$ cat src/rtl/ccg_lut_bank.sv
// N_OUT programmable N_IN-input truth tables, loaded over a serial bit stream and evaluated
// per accepted x into a valid/ready output register. Define CCG_LUT_READBACK_EN for cfg_rdata.
module ccg_lut_bank #(
    parameter int N_IN  = 2,
    parameter int N_OUT = 18
) (
    input  logic             clk,
    input  logic             rst_n,
    input  logic             cfg_start,
    input  logic             cfg_valid,
    input  logic             cfg_data,
    output logic             cfg_ready,
    output logic             cfg_done,
`ifdef CCG_LUT_READBACK_EN
    output logic             cfg_rdata,
`endif
    input  logic             in_valid,
    input  logic [N_IN-1:0]  x,
    output logic             in_ready,
    output logic             out_valid,
    output logic [N_OUT-1:0] f,
    input  logic             out_ready
);
    localparam int DEPTH = 2**N_IN;
    localparam int TBITS = N_OUT*DEPTH;
    localparam int CNT_W = $clog2(TBITS+1);
    localparam int IDX_W = $clog2(TBITS);

    typedef enum logic [1:0] {
        ST_EMPTY = 2'b00,
        ST_LOAD  = 2'b01,
        ST_RUN   = 2'b10
    } state_t;

    state_t           state_q, state_d;
    logic [CNT_W-1:0] cnt_q, cnt_d;
    logic [TBITS-1:0] tbl_q, tbl_d;
    logic [N_OUT-1:0] f_q, f_d;
    logic             ov_q, ov_d;
    logic             done_q, done_d;
    logic [N_OUT-1:0] lut_c;
    logic [IDX_W-1:0] wr_idx;
    logic             cfg_acc, in_acc, last_bit;

    // Stream bit k lands at flat position k, i.e. table o occupies bits [o*DEPTH +: DEPTH].
    for (genvar o = 0; o < N_OUT; o++) begin : g_lut
        logic [DEPTH-1:0] row;
        assign row      = tbl_q[o*DEPTH +: DEPTH];
        assign lut_c[o] = row[x];
    end

    assign cfg_ready = (state_q == ST_LOAD);
    assign in_ready  = (state_q == ST_RUN) && (!ov_q || out_ready);
    assign cfg_acc   = cfg_valid && cfg_ready && !cfg_start;
    assign in_acc    = in_valid && in_ready && !cfg_start;
    assign wr_idx    = cnt_q[IDX_W-1:0];
    assign last_bit  = (cnt_q == CNT_W'(TBITS-1));

    assign cfg_done  = done_q;
    assign out_valid = ov_q;
    assign f         = f_q;

    always_comb begin
        state_d = state_q;
        cnt_d   = cnt_q;
        tbl_d   = tbl_q;
        f_d     = f_q;
        ov_d    = ov_q;
        done_d  = 1'b0;
        if (cfg_start) begin
            state_d = ST_LOAD;
            cnt_d   = '0;
            ov_d    = 1'b0;
        end else begin
            case (state_q)
                ST_LOAD: begin
                    if (cfg_acc) begin
                        tbl_d[wr_idx] = cfg_data;
                        cnt_d         = cnt_q + CNT_W'(1);
                        if (last_bit) begin
                            state_d = ST_RUN;
                            done_d  = 1'b1;
                        end
                    end
                end
                ST_RUN: begin
                    if (in_acc) begin
                        f_d  = lut_c;
                        ov_d = 1'b1;
                    end else if (ov_q && out_ready) begin
                        ov_d = 1'b0;
                    end
                end
                ST_EMPTY: ;
                default:  state_d = ST_EMPTY;
            endcase
        end
    end

    always_ff @(posedge clk or negedge rst_n) begin
        if (!rst_n) begin
            state_q <= ST_EMPTY;
            cnt_q   <= '0;
            tbl_q   <= '0;
            f_q     <= '0;
            ov_q    <= 1'b0;
            done_q  <= 1'b0;
        end else begin
            state_q <= state_d;
            cnt_q   <= cnt_d;
            tbl_q   <= tbl_d;
            f_q     <= f_d;
            ov_q    <= ov_d;
            done_q  <= done_d;
        end
    end

`ifdef CCG_LUT_READBACK_EN
    logic rdata_q, rdata_d;

    // Returns the bit about to be overwritten so a reload of the same stream verifies it.
    always_comb begin
        rdata_d = rdata_q;
        if (cfg_acc) begin
            rdata_d = tbl_q[wr_idx];
        end
    end

    always_ff @(posedge clk or negedge rst_n) begin
        if (!rst_n) begin
            rdata_q <= 1'b0;
        end else begin
            rdata_q <= rdata_d;
        end
    end

    assign cfg_rdata = rdata_q;
`endif

endmodule

$ cat config.mk
export PLATFORM = sky130hd
export DESIGN_NAME = ccg_lut_bank
export DESIGN_NICKNAME = d
export VERILOG_FILES = /design/src/rtl/ccg_lut_bank.sv
export SDC_FILE = /design/constraint.sdc
export NUM_CORES = 1
export LEC_CHECK = 0
export ABC_AREA = 1
export BUFFER_PORTS_ARGS = -buffer_cell sky130_fd_sc_hd__buf_2
export CORE_MARGIN = 2
export CORE_UTILIZATION = 35
export DETAILED_ROUTE_END_ITERATION = 8
export PLACE_DENSITY = 0.57
export SLEW_MARGIN = 20
export SYNTH_ARGS = -nofsm -noshare
export SYNTH_HDL_FRONTEND = slang
export SYNTH_SLANG_ARGS = --single-unit
$ cat constraint.sdc
create_clock -name clk -period 1.4 [get_ports clk]
set_clock_uncertainty 0.05 [all_clocks]
set_input_delay 0.28 -clock clk [delete_from_list [all_inputs] [get_ports clk]]
set_output_delay 0.28 -clock clk [all_outputs]
set_load 0.01 [all_outputs]
==> results.ini <==
[synth]
postSynthCellCount=609
synth_fa_ha_area_share_pct=0.252
synth.yosys.seq_area_share_pct=50.9
netlist_area_mm2=0.00497
ys_ff_latch=101
synthSimpleGateAreaFrac_pct=25.9
synth_compound_area_share_pct=14.6
ys.warnings.count=0
synth_area_per_cell_um2=8.16
synthDistinctLibCells=26
synth_top_family_by_area=simple AND/OR/NAND/NOR gates
syn_nets=619
synth.area.mux_share_pct=0
synth-xor-area-share_pct=0.176

[global_routing]
globalRouteTotalUtil_pct=18.8
grt_overflow_total=0
grt_pass1_vias=4342
antenna_found_initial=0
grt_max_degree=49
grt_first_pass_wirelength_um=22200

[drt]
drtIter0Drc=260
first_pass_iters=5
vias_per_cell=5.21
wl_um=14600
detail-route-antenna-nets=0
avgRoutedWirePerCell_um=16.7
drc=0
vias=4569

[critical_path]
cp_max_fo=7
crit_type=register to register
crit_required_ns=1.58
end_kind=register
cp-start-kind=register
crit_arrival_ns=1.70

[cells_and_area]
synthToLayoutAreaGrowth_pct=42.6
seq_area_mm2=0.00253
fill_cells=1272
finalNetCount=702
drive_gt1_share_pct=35.6
multi_input_area_mm2=0.00268
final_cells=877
num_antenna_cells=0

[floorplanning]
row_count=43
dieArea_mm2=0.0152
ios=31
dieHeight_um=123
die_w_um=123
floorplan.initialDensity_pct=35.8
core_area_mm2=0.0139

[place]
pre_cts_slack_ns=-0.0148
place_congestion=0.789
hpwl_um=8600
io_buffers=30
dp.cells=834

[cts]
cts_buffers=9
clockBufferDepth=2
cts.reportedPaths.clkPinSlew_ns=0.07
root_buffer=clkbuf_16
ctsHtreeMaxLevel=3
clock_latency_ns=0.35
tritoncts=yes
clkSinkCount=101

[outcome]
violations=setup timing
status=finished with violations

[power_and_ir_drop]
peakVddDrop_v=0.000612
finalPower_uw=6010
leakage_uw=0.00291
power_density_mw_per_mm2=848

[timing]
worst_slew_pin_slew_ns=0.423
timing.final.ws_setup_ns=-0.116
hold_viol=0
maxSlewViolCount=0
min_period_ns=1.52
max_freq_mhz=660
slew-limit-headroom_pct=71.7
fin_hold_ws_ns=0.238
period_share_pct=108
setup_violations=74
rsz0062_at_grt=true

[job]
maxCapViolations=0

[worst_hold_path]
hold_path.class=input port to register

==> timing repair <==
action                                  4_1_cts  5_1_grt
gates resized for setup                      35      139
pin swaps                                     4       33
endpoints found under the setup margin       32       94
endpoints found under the hold margin       101        0
cloned                                        1        8
hold buffers                                  1        0
setup buffers                                 7       11
==> power breakdown <==
group	leakage (µW)	internal, µW	switching, µW
logic	0.00138	261	439
registers	0.00140	2960	29.3
clock network	0.000131	1210	1110
total	0.00291	4430	1580
==> synthesized netlist by cell type, drive strengths merged <==
cell    instances  area share (%)
xnor2           1            0.18
nand2         138              11
inv            52             4.0
and3            1            0.13
nor3            6             1.7
o21ai         106              11
clkbuf         15             1.1
nand3          98              10
o22ai           1            0.13
nand4           9             1.1
clkinv          5            0.38
nor2           19             2.4
ha              1            0.25
dfrtp         101              51
buf            18             2.6
a21oi          38             3.8
==> critical path: stages, from the launching register on <==
cell and delay [ns]:
dfrtp_1 0.39, buf_6 0.13, nand3_4 0.08, nor2_4 0.16, buf_12 0.16, clkbuf_16 0.18, nand3_4 0.08, nand2_2 0.10
o21ai_2 0.06
==> kinds of logic after synthesis <==
| logic type | after synthesis |
|---|---|
| buffers and inverters | 90 |
| AOI/OAI and AO/OA | 145 |
| adders and majority gates | 1 |
| and+or+nand+nor | 271 |
| DFF | 101 |
| xor gates and xnor gates | 1 |
==> area by class of cell <==
type                            count  area share (%)
Sequential cell                   101            35.7
Clock inverter                      4           0.335
Multi-Input combinational cell    418            37.9
Inverter                           57            3.30
Timing Repair inverter              1           0.124
Timing Repair Buffer              104            16.2
Tap cell                          180            3.18
Clock buffer                       12            3.34
==> flip-flops by register name (all words and copies together) (netlist names) <==
name,count
tbl_q,72
out_valid,1
cnt_q,7
f,18
cfg_done,1
state_q,2
==> metal layers <==
layer | track usage (%) | routed length [µm] | up-vias
met5 | 0 | 0 | -
met2 | 29.3 | 7130 | 95
li1 | - | - | 2209
met3 | 3.60 | 544 | 18
met4 | 5.26 | 264 | 0
met1 | 26.8 | 6660 | 2247
==> stage by stage <==
| step | utilization [%] | TNS (ns) | cell area [µm²] |
|---|---|---|---|
| 2_1_floorplan | - | 0 | 4970 |
| 3_3_place_gp | 40.8 | -0.0000859 | 5660 |
| 3_5_place_dp | 40.8 | -0.0361 | 5660 |
| 4_1_cts | 44.4 | -0.357 | 6160 |
| 5_1_grt | 51.1 | -10.17 | 7090 |
| 6_report | 51.1 | -3.59 | 7090 |
==> cells in the final DEF (no fill, tap or decap), drive strengths merged <==
cell and count:
a21oi 38, and3 1, buf 97, bufbuf 1, clkbuf 17, clkinv 7
dfrtp 101, dlygate4sd3 1, ha 1, inv 55, nand2 138, nand3 98
nand4 9, nor2 19, nor3 6, o21ai 106, o22ai 1, xnor2 1
==> final timing paths <==
path,slack [ns],startpoint,depth (start not counted),end
max,-0.12,state_q[0]$_DFFE_PN0P_,8,tbl_q[39]$_DFFE_PN0P_
min,0.24,cfg_data,3,tbl_q[64]$_DFFE_PN0P_
max reg2reg,-0.12,state_q[0]$_DFFE_PN0P_,8,tbl_q[39]$_DFFE_PN0P_
min reg2reg,0.42,f[5]$_DFFE_PN0P_,2,f[5]$_DFFE_PN0P_
max in group asynchronous,0.55,rst_n,3,tbl_q[71]$_DFFE_PN0P_
min in group asynchronous,0.26,rst_n,2,tbl_q[37]$_DFFE_PN0P_
No activity file was read; power rests on OpenSTA's default activity.
